--- src/rtl/clock_divider_pkg.sv ---
// Shared constants for the clock divider family: system clock rate and
// ready-made divide values for the common 50 MHz timebases.
package clock_divider_pkg;

  localparam int CLK_HZ        = 50_000_000;
  localparam int CNT_W_DEFAULT = 26;

  // Divide value = CLK_HZ / (2 * f_out) - 1 for a square output at f_out.
  localparam int DIV_100HZ = 249999;
  localparam int DIV_1KHZ  = 24999;
  localparam int DIV_1HZ   = 24999999;

endpackage

--- src/rtl/divider_channel.sv ---
// One divider channel: runtime-loadable terminal count, free-running counter,
// registered square-wave output and one-cycle tick strobe.
module divider_channel
  import clock_divider_pkg::*;
#(
  parameter int CNT_W = CNT_W_DEFAULT
) (
  input  logic             clk_i,
  input  logic             rst_i,
  input  logic             enable_i,
  input  logic             sync_clear_i,
  input  logic             load_i,
  input  logic [CNT_W-1:0] value_i,
  input  logic [CNT_W-1:0] div_default_i,
  output logic             clk_out_o,
  output logic             tick_o
);

  logic [CNT_W-1:0] cnt_q, cnt_d;
  logic [CNT_W-1:0] div_q, div_d;
  logic             clk_out_q, clk_out_d;
  logic             tick_q, tick_d;
  logic             terminal;

  // >= rather than == so a freshly loaded smaller value never lets the
  // counter run past it.
  assign terminal = (cnt_q >= div_q);

  always_comb begin
    cnt_d     = cnt_q;
    clk_out_d = clk_out_q;
    tick_d    = 1'b0;
    div_d     = load_i ? value_i : div_q;
    if (sync_clear_i) begin
      cnt_d     = '0;
      clk_out_d = 1'b0;
    end else if (enable_i) begin
      if (terminal) begin
        cnt_d     = '0;
        clk_out_d = ~clk_out_q;
        tick_d    = 1'b1;
      end else begin
        cnt_d = cnt_q + CNT_W'(1);
      end
    end
  end

  always_ff @(posedge clk_i or posedge rst_i) begin
    if (rst_i) begin
      cnt_q     <= '0;
      div_q     <= div_default_i;
      clk_out_q <= 1'b0;
      tick_q    <= 1'b0;
    end else begin
      cnt_q     <= cnt_d;
      div_q     <= div_d;
      clk_out_q <= clk_out_d;
      tick_q    <= tick_d;
    end
  end

  assign clk_out_o = clk_out_q;
  assign tick_o    = tick_q;

endmodule

--- src/rtl/clock_divider_multi.sv ---
// NUM_CH independent dividers off CLK_50_MHz; div_ch is decoded into
// per-channel load strobes, out-of-range indices select no channel.
module clock_divider_multi
  import clock_divider_pkg::*;
#(
  parameter int NUM_CH      = 4,
  parameter int CNT_W       = CNT_W_DEFAULT,
  parameter int DEFAULT_DIV = DIV_100HZ,
  parameter int CH_IDX_W    = 2
) (
  input  logic                CLK_50_MHz,
  input  logic                reset,
  input  logic [NUM_CH-1:0]   enable,
  input  logic                sync_clear,
  input  logic                div_load,
  input  logic [CH_IDX_W-1:0] div_ch,
  input  logic [CNT_W-1:0]    div_value,
  output logic [NUM_CH-1:0]   clk_out,
  output logic [NUM_CH-1:0]   tick
);

  localparam logic [CNT_W-1:0] DIV_RST = CNT_W'(DEFAULT_DIV);

  logic [NUM_CH-1:0] load_ch;

  for (genvar i = 0; i < NUM_CH; i++) begin : g_ch
    assign load_ch[i] = div_load && (div_ch == CH_IDX_W'(i));

    divider_channel #(
      .CNT_W(CNT_W)
    ) u_channel (
      .clk_i        (CLK_50_MHz),
      .rst_i        (reset),
      .enable_i     (enable[i]),
      .sync_clear_i (sync_clear),
      .load_i       (load_ch[i]),
      .value_i      (div_value),
      .div_default_i(DIV_RST),
      .clk_out_o    (clk_out[i]),
      .tick_o       (tick[i])
    );
  end

endmodule

--- config.mk ---
export PLATFORM = sky130hd
export DESIGN_NAME = clock_divider_multi
export DESIGN_NICKNAME = d
export VERILOG_FILES = /design/src/rtl/clock_divider_pkg.sv /design/src/rtl/divider_channel.sv /design/src/rtl/clock_divider_multi.sv
export SDC_FILE = /design/constraint.sdc
export NUM_CORES = 1
export LEC_CHECK = 0
export BUFFER_PORTS_ARGS = -buffer_cell sky130_fd_sc_hd__buf_4
export CORE_ASPECT_RATIO = 0.75
export CORE_MARGIN = 10
export CORE_UTILIZATION = 26
export CTS_CLUSTER_DIAMETER = 40
export DETAILED_ROUTE_END_ITERATION = 8
export GPL_TIMING_DRIVEN = 0
export PLACE_DENSITY = 0.39
export SYNTH_ARGS = -nofsm -noshare
export SYNTH_HDL_FRONTEND = slang
export SYNTH_SLANG_ARGS = --single-unit
export TNS_END_PERCENT = 20
--- constraint.sdc ---
create_clock -name CLK_50_MHz -period 7 [get_ports CLK_50_MHz]
set_input_delay 0.35 -clock CLK_50_MHz [delete_from_list [all_inputs] [get_ports CLK_50_MHz]]
set_output_delay 0.35 -clock CLK_50_MHz [all_outputs]
set_load 0.05 [all_outputs]
==> flow_metrics.py, run 1 <==
metrics = {
    "detailed_routing": {
        "ant_nets": 0,
        "via_count": 8862,
        "drt-initial-drc-count": 577,
        "drtPass1Iterations": 5,
        "avgViaCountPerCell": 4.57,
        "drcViolationCount": 0,
        "wl_per_cell_um": 18.3,
        "routed_wl_um": 35500,
    },
    "clock_network": {
        "clkSlewWorstSetupHoldPaths_ns": 0.05,
        "cts_made_buffers": 38,
        "cts-hold-fix-buffers": 0,
        "cts_buffer_depth": 3,
        "htree_levels": 2,
        "cts_tree": "done",
        "root_buffer": "clkbuf_16",
        "cts_sinks": 216,
        "insertion_delay_ns": 0.54,
        "cts_resized": 0,
        "post-cts-setup-buffers": 0,
    },
    "sta": {
        "rsz0062_at_grt": "false",
        "min_period_over_period_pct": 45.6,
        "min_period_ns": 3.19,
        "whs_ns": -0.0912,
        "setup_slack_ns": 3.81,
        "fin_skew_ns": 0.0181,
        "slew_violations": 0,
        "worst_slew_pin_slew_ns": 1.20,
        "fmax_ghz": 0.314,
        "setup_viol": 0,
        "hold_viol": 23,
        "slew_headroom_pct": 19.8,
    },
    "global_route": {
        "use_met3_pct": 2.41,
        "top_usage_layer": "met1",
        "gr-usage-met2_pct": 18.3,
        "grt.overflow.total": 0,
        "grt_first_pass_wirelength_um": 56200,
        "grtUsageMet1_pct": 19.1,
        "grt_pass1_vias": 9100,
        "grt_max_degree": 110,
        "grt_antenna_before_repair": 6,
        "grt_usage_pct": 12.7,
    },
    "final_layout": {
        "drive_gt1_share_pct": 21.5,
        "design_area_um2": 14700,
        "fillerInstances": 4872,
        "area_delta_synth_final_pct": 20.1,
        "nNetsFinal": 1420,
    },
    "synth": {
        "yosysMostFrequentCell": "dfrtp_1",
        "yosys.area.top_type": "dfrtp_1",
        "synth_nets": 1337,
        "synth_area_per_cell_um2": 10.3,
        "ys_warn_count": 0,
        "synth_async_sr_flop_share_pct": 100,
        "synth_ff_type": "dfrtp_1",
        "synth_top_area_share_pct": 36.0,
        "syn-cell-area_um2": 12200,
        "ys_seq_area_share_pct": 44.5,
        "ys_ff_latch": 216,
        "synth_edf_count": 0,
        "synth_common_cells": "dfrtp_1 (176), inv_1 (123), ha_1 (108)",
        "netlist_top_cells_area": "dfrtp_1 (36%), ha_1 (11%), dfstp_2 (8.6%), mux2_2 (7.4%), inv_1 (3.8%)",
        "ys_types": 63,
        "syn_inst": 1193,
    },
    "power": {
        "leakage_nw": 6.64,
        "peakVddDrop_v": 0.000144,
        "powerDensity_nw_per_um2": 259,
    },
    "critical_path": {
        "crit_required_ns": 7.38,
        "crit_fanout": 10,
        "critical_path_arrival_ns": 3.57,
        "end_kind": "flip-flop",
        "startpoint_type": "flip-flop",
        "critical_path_class": "flip-flop to flip-flop",
    },
    "placement": {
        "portBuffers": 42,
        "place_area_um2": 13400,
        "gp_congestion": 0.750,
        "dpl_worst_slack_ns": 3.82,
        "dp_hpwl_um": 25300,
    },
    "floorplanning": {
        "core_um2": 46300,
        "rows": 68,
        "die_x_um": 271,
        "top_level_ports": 44,
        "die_h_um": 208,
        "initial_core_util_pct": 26.5,
        "die-area_um2": 56300,
    },
    "outcome": {
        "failed_checks": "hold timing",
        "status": "finished with violations",
    },
    "min_path": {
        "hold_class": "primary input to asynchronous set/reset pin",
    },
    "flow_run": {
        "drv_cap": 0,
    },
}
final timing paths:
path	from	endpoint	slack, ns	depth (start not counted)
max in group asynchronous	reset	g_ch[3].u_channel.cnt_q[23]$_DFFE_PP0P_	6.04	3
hold reg to reg	g_ch[1].u_channel.div_q[4]$_DFFE_PP0P_	g_ch[1].u_channel.div_q[4]$_DFFE_PP0P_	0.50	1
setup / recovery	g_ch[0].u_channel.div_q[17]$_DFFE_PP1P_	g_ch[0].u_channel.cnt_q[21]$_DFFE_PP0P_	3.81	8
hold / removal	reset	g_ch[2].u_channel.cnt_q[4]$_DFFE_PP0P_	-0.09	2
min in group CLK_50_MHz	div_value[15]	g_ch[0].u_channel.div_q[15]$_DFFE_PP1P_	0.11	3
setup reg to reg	g_ch[0].u_channel.div_q[17]$_DFFE_PP1P_	g_ch[0].u_channel.cnt_q[21]$_DFFE_PP0P_	3.81	8
per-layer routing:
layer | routed length, um | vias up
met5 | 0 | -
met4 | 585 | 0
met3 | 1770 | 49
met2 | 14600 | 114
met1 | 18600 | 4353
li1 | - | 4346
cell usage in the layout, fill, tap and decap left out, drive strengths merged, types with 7 or more instances in the layout:
master and n:
clkinv 10, a21oi 45, clkbuf 78, o211ai 8
nor2 38, and4 7, buf 62, nor3 108
a21o 8, dfstp 40, and3 19, nor2b 14
nand2 84, nor4 7, inv 125, nand2b 13
o21ai 38, mux2 82, ha 108, dfrtp 176
xor2 46, xnor2 44, nand4 42, nand3 42
report_power, final:
part           leakage (nW)  internal [mW]  switching (mW)
registers              2.74           1.40          0.0533
clock network         0.642           1.27           0.681
logic                  3.26          0.175           0.242
total                  6.64           2.84           0.976
area by class of cell:
type                       instances  area, um2  area share [%]
timing repair buffer              43        343            2.33
inverter                         123        469            3.19
sequential                       216       5460            37.1
clock buffer                      49       1030            7.02
multi-input combinational        806       6090            41.4
antenna                            2       5.00          0.0340
buffer                            48        239            1.62
tap                              630        788            5.36
clock inverter                    21        289            1.96
sequential cells by signal (all words and copies together), names as in the netlist:
name,cells
g_ch.u_channel.cnt_q,104
g_ch.u_channel.div_q,104
g_ch.u_channel.clk_out_o,4
g_ch.u_channel.tick_o,4
metrics by stage:
step / power [mW] / setup TNS (ns) / util [%] / std cells / hold WS (ns)
2_1_floorplan: 1.74 / 0 / - / 1193 / 0.459
3_3_place_gp: 1.88 / -489.05 / 28.8 / 1865 / 0.491
3_5_place_dp: 1.89 / 0 / 28.9 / 1866 / 0.494
4_1_cts: 3.89 / 0 / 31.8 / 1936 / 0.00209
5_1_grt: 4.02 / 0 / 31.8 / 1936 / 0.0119
6_report: 3.81 / 0 / 31.8 / 1938 / -0.0912
worst max-delay path, cell delays in order (launching register included):
cell and delay (ns):
dfstp_2 0.51, inv_1 0.05, ha_1 0.32, nand4_1 0.17
nor4_1 0.63, o311ai_2 0.33, a21oi_1 0.44, clkbuf_1 0.48
nor3_1 0.11
kinds of logic after synthesis:
family | share of synthesized area, %
simple gates | 17.4
flops | 44.5
buf+inv | 5.72
compound gates | 7.30
fa+ha+maj | 11.0
xor+xnor | 6.44
mux | 7.54
(Power assumes the default switching activity.)
==> run 2: changes to the inputs <==
- PLACE_DENSITY: 0.39 -> 0.4
- clock period: 7 -> 2.9 ns (I/O delays scaled with it)
==> flow_metrics.py, run 2 (synthesized netlist as in run 1, its figures left out) <==
metrics = {
    "outcome": {
        "status": "complete, no violations",
    },
    "final_layout": {
        "reg.largest.list": "g_ch.u_channel.cnt_q x104, g_ch.u_channel.div_q x104",
        "post-route-util_pct": 32.8,
        "area_delta_synth_final_pct": 24.1,
        "multi_input_area_um2": 6140,
        "mostFrequentLayoutCell": "dfrtp_1",
        "nNetsFinal": 1452,
        "fillerInstances": 4786,
        "drive_gt1_share_pct": 22.0,
        "seq_area_um2": 5460,
        "final_cell_mix": "dfrtp_1 (176), inv_1 (122), ha_1 (108)",
    },
    "flow_run": {
        "drv_cap": 0,
    },
    "min_path": {
        "hold_class": "primary input to flip-flop",
        "hold_start": "enable[1]",
        "hold_depth": 3,
        "min_delay_worst_endpoint": "g_ch[1].u_channel.clk_out_o$_DFFE_PP0P_",
    },
    "placement": {
        "portBuffers": 42,
        "dpl_worst_slack_ns": -0.268,
        "dp_hpwl_um": 25600,
        "gp_congestion": 0.756,
    },
    "critical_path": {
        "crit_required_ns": 3.27,
        "critical_path_arrival_ns": 3.16,
        "end_kind": "flip-flop",
        "critical_path_class": "flip-flop to flip-flop",
        "cp-startpoint": "g_ch[2].u_channel.cnt_q[24]$_DFFE_PP0P_",
        "startpoint_type": "flip-flop",
        "reg2reg_depth": 8,
        "r2r_slack_ns": 0.12,
        "rr_endpoint": "g_ch[2].u_channel.cnt_q[8]$_DFFE_PP0P_",
        "crit_fanout": 10,
        "r2r_start": "g_ch[2].u_channel.cnt_q[24]$_DFFE_PP0P_",
    },
    "sta": {
        "min_period_over_period_pct": 96.0,
        "slew_headroom_pct": 26.1,
        "rsz0062_at_grt": "true",
        "slew_violations": 0,
        "setup_viol": 0,
        "min_period_ns": 2.78,
        "whs_ns": 0.0471,
        "fmax_ghz": 0.359,
        "worst_slew_pin_slew_ns": 1.11,
        "hold_viol": 0,
        "setup_slack_ns": 0.116,
        "fin_skew_ns": 0.0189,
    },
    "detailed_routing": {
        "drcViolationCount": 0,
        "ant_nets": 0,
        "routed_wl_um": 35300,
        "via_count": 8902,
        "wl_per_cell_um": 18.0,
        "avgViaCountPerCell": 4.53,
        "drtPass1Iterations": 4,
        "drt-initial-drc-count": 561,
    },
    "clock_network": {
        "cts_tree": "done",
        "htree_levels": 2,
        "root_buffer": "clkbuf_16",
        "cts_sinks": 216,
        "cts_made_buffers": 36,
        "insertion_delay_ns": 0.54,
        "clkSlewWorstSetupHoldPaths_ns": 0.06,
        "post-cts-setup-buffers": 0,
        "cts_buffer_depth": 3,
    },
    "global_route": {
        "grt_max_degree": 39,
        "grt_antenna_before_repair": 7,
        "grt_pass1_vias": 9095,
        "grt.overflow.total": 0,
        "grt_first_pass_wirelength_um": 55800,
        "grt_usage_pct": 12.6,
    },
    "floorplanning": {
        "die_x_um": 271,
        "rows": 68,
        "die-area_um2": 56300,
        "top_level_ports": 44,
        "die_h_um": 208,
        "core_um2": 46300,
        "initial_core_util_pct": 26.5,
    },
    "power": {
        "peakVddDrop_v": 0.000320,
        "leakage_nw": 6.84,
        "power_mw": 9.48,
        "powerDensity_nw_per_um2": 624,
    },
}
run 2: cell count changes in the layout (fill, tap and decap cells not counted), sizes merged:
cell | previous run | this run
buf | 62 | 67
clkbuf | 78 | 71
dlygate4sd3 | 0 | 29
clkinv | 10 | 8
diode | 2 | 1
clkinvlp | 3 | 6
bufinv | 6 | 10
inv | 125 | 123
run 2: per-layer routing:
layer / vias up / track usage (%) / part of all wire (%)
met5: - / 0 / 0.020
met4: 2 / 2.63 / 1.3
met3: 41 / 2.38 / 3.5
met2: 107 / 18.3 / 42
met1: 4355 / 18.9 / 54
li1: 4397 / - / -
run 2: layout make-up:
cell class | instances | area share [%]
Inverter | 123 | 3.06
Sequential cell | 216 | 35.9
Tap cell | 630 | 5.19
Multi-Input combinational cell | 806 | 40.4
Antenna cell | 1 | 0.0165
Timing Repair Buffer | 77 | 4.78
Buffer | 48 | 1.59
Clock inverter | 24 | 2.79
Clock buffer | 42 | 6.27
run 2: stage by stage:
stage | TNS, ns | cells | cell area (um2)
after floorplan | -4.31 | 1193 | 12200
after global placement | -358.91 | 1865 | 13400
after detailed placement | -9.46 | 1871 | 13500
after CTS | 0 | 1966 | 15200
after global routing | -0.663 | 1966 | 15200
final | 0 | 1967 | 15200
run 2: how the worst max path moves through the flow:
stage	cells past startpoint	slack, ns	endpoint
6_report	8	0.12	g_ch[2].u_channel.cnt_q[8]$_DFFE_PP0P_
3_3_place_gp	2	-1.88	g_ch[3].u_channel.div_q[20]$_DFFE_PP0P_
5_1_grt	8	-0.06	g_ch[2].u_channel.cnt_q[13]$_DFFE_PP0P_
4_1_cts	7	0.005	g_ch[3].u_channel.cnt_q[21]$_DFFE_PP0P_
2_1_floorplan	1	-0.02	g_ch[0].u_channel.clk_out_o$_DFFE_PP0P_
3_5_place_dp	8	-0.27	g_ch[0].u_channel.cnt_q[19]$_DFFE_PP0P_
run 2: what timing repair did:
action | in CTS | in global routing
resized for setup | 6 | 7
hold endpoints to repair | 125 | 0
pin swaps | 0 | 3
endpoints found under the setup margin | 83 | 68
hold buffers | 29 | 0
run 2: report_power, final:
part / internal [mW] / switching [mW] / leakage, nW
Sequential: 3.37 / 0.130 / 2.74
Clock: 3.27 / 1.65 / 0.656
Combinational: 0.462 / 0.601 / 3.44
Total: 7.10 / 2.38 / 6.84
run 2: worst max-delay path, stage by stage, from the launching register on:
cell and delay (ns):
dfrtp_1 0.42, ha_1 0.33, and4_1 0.26, nand2_1 0.10, nor4_2 0.44, o41ai_2 0.27, a21boi_2 0.40, buf_2 0.30
nor3_1 0.08
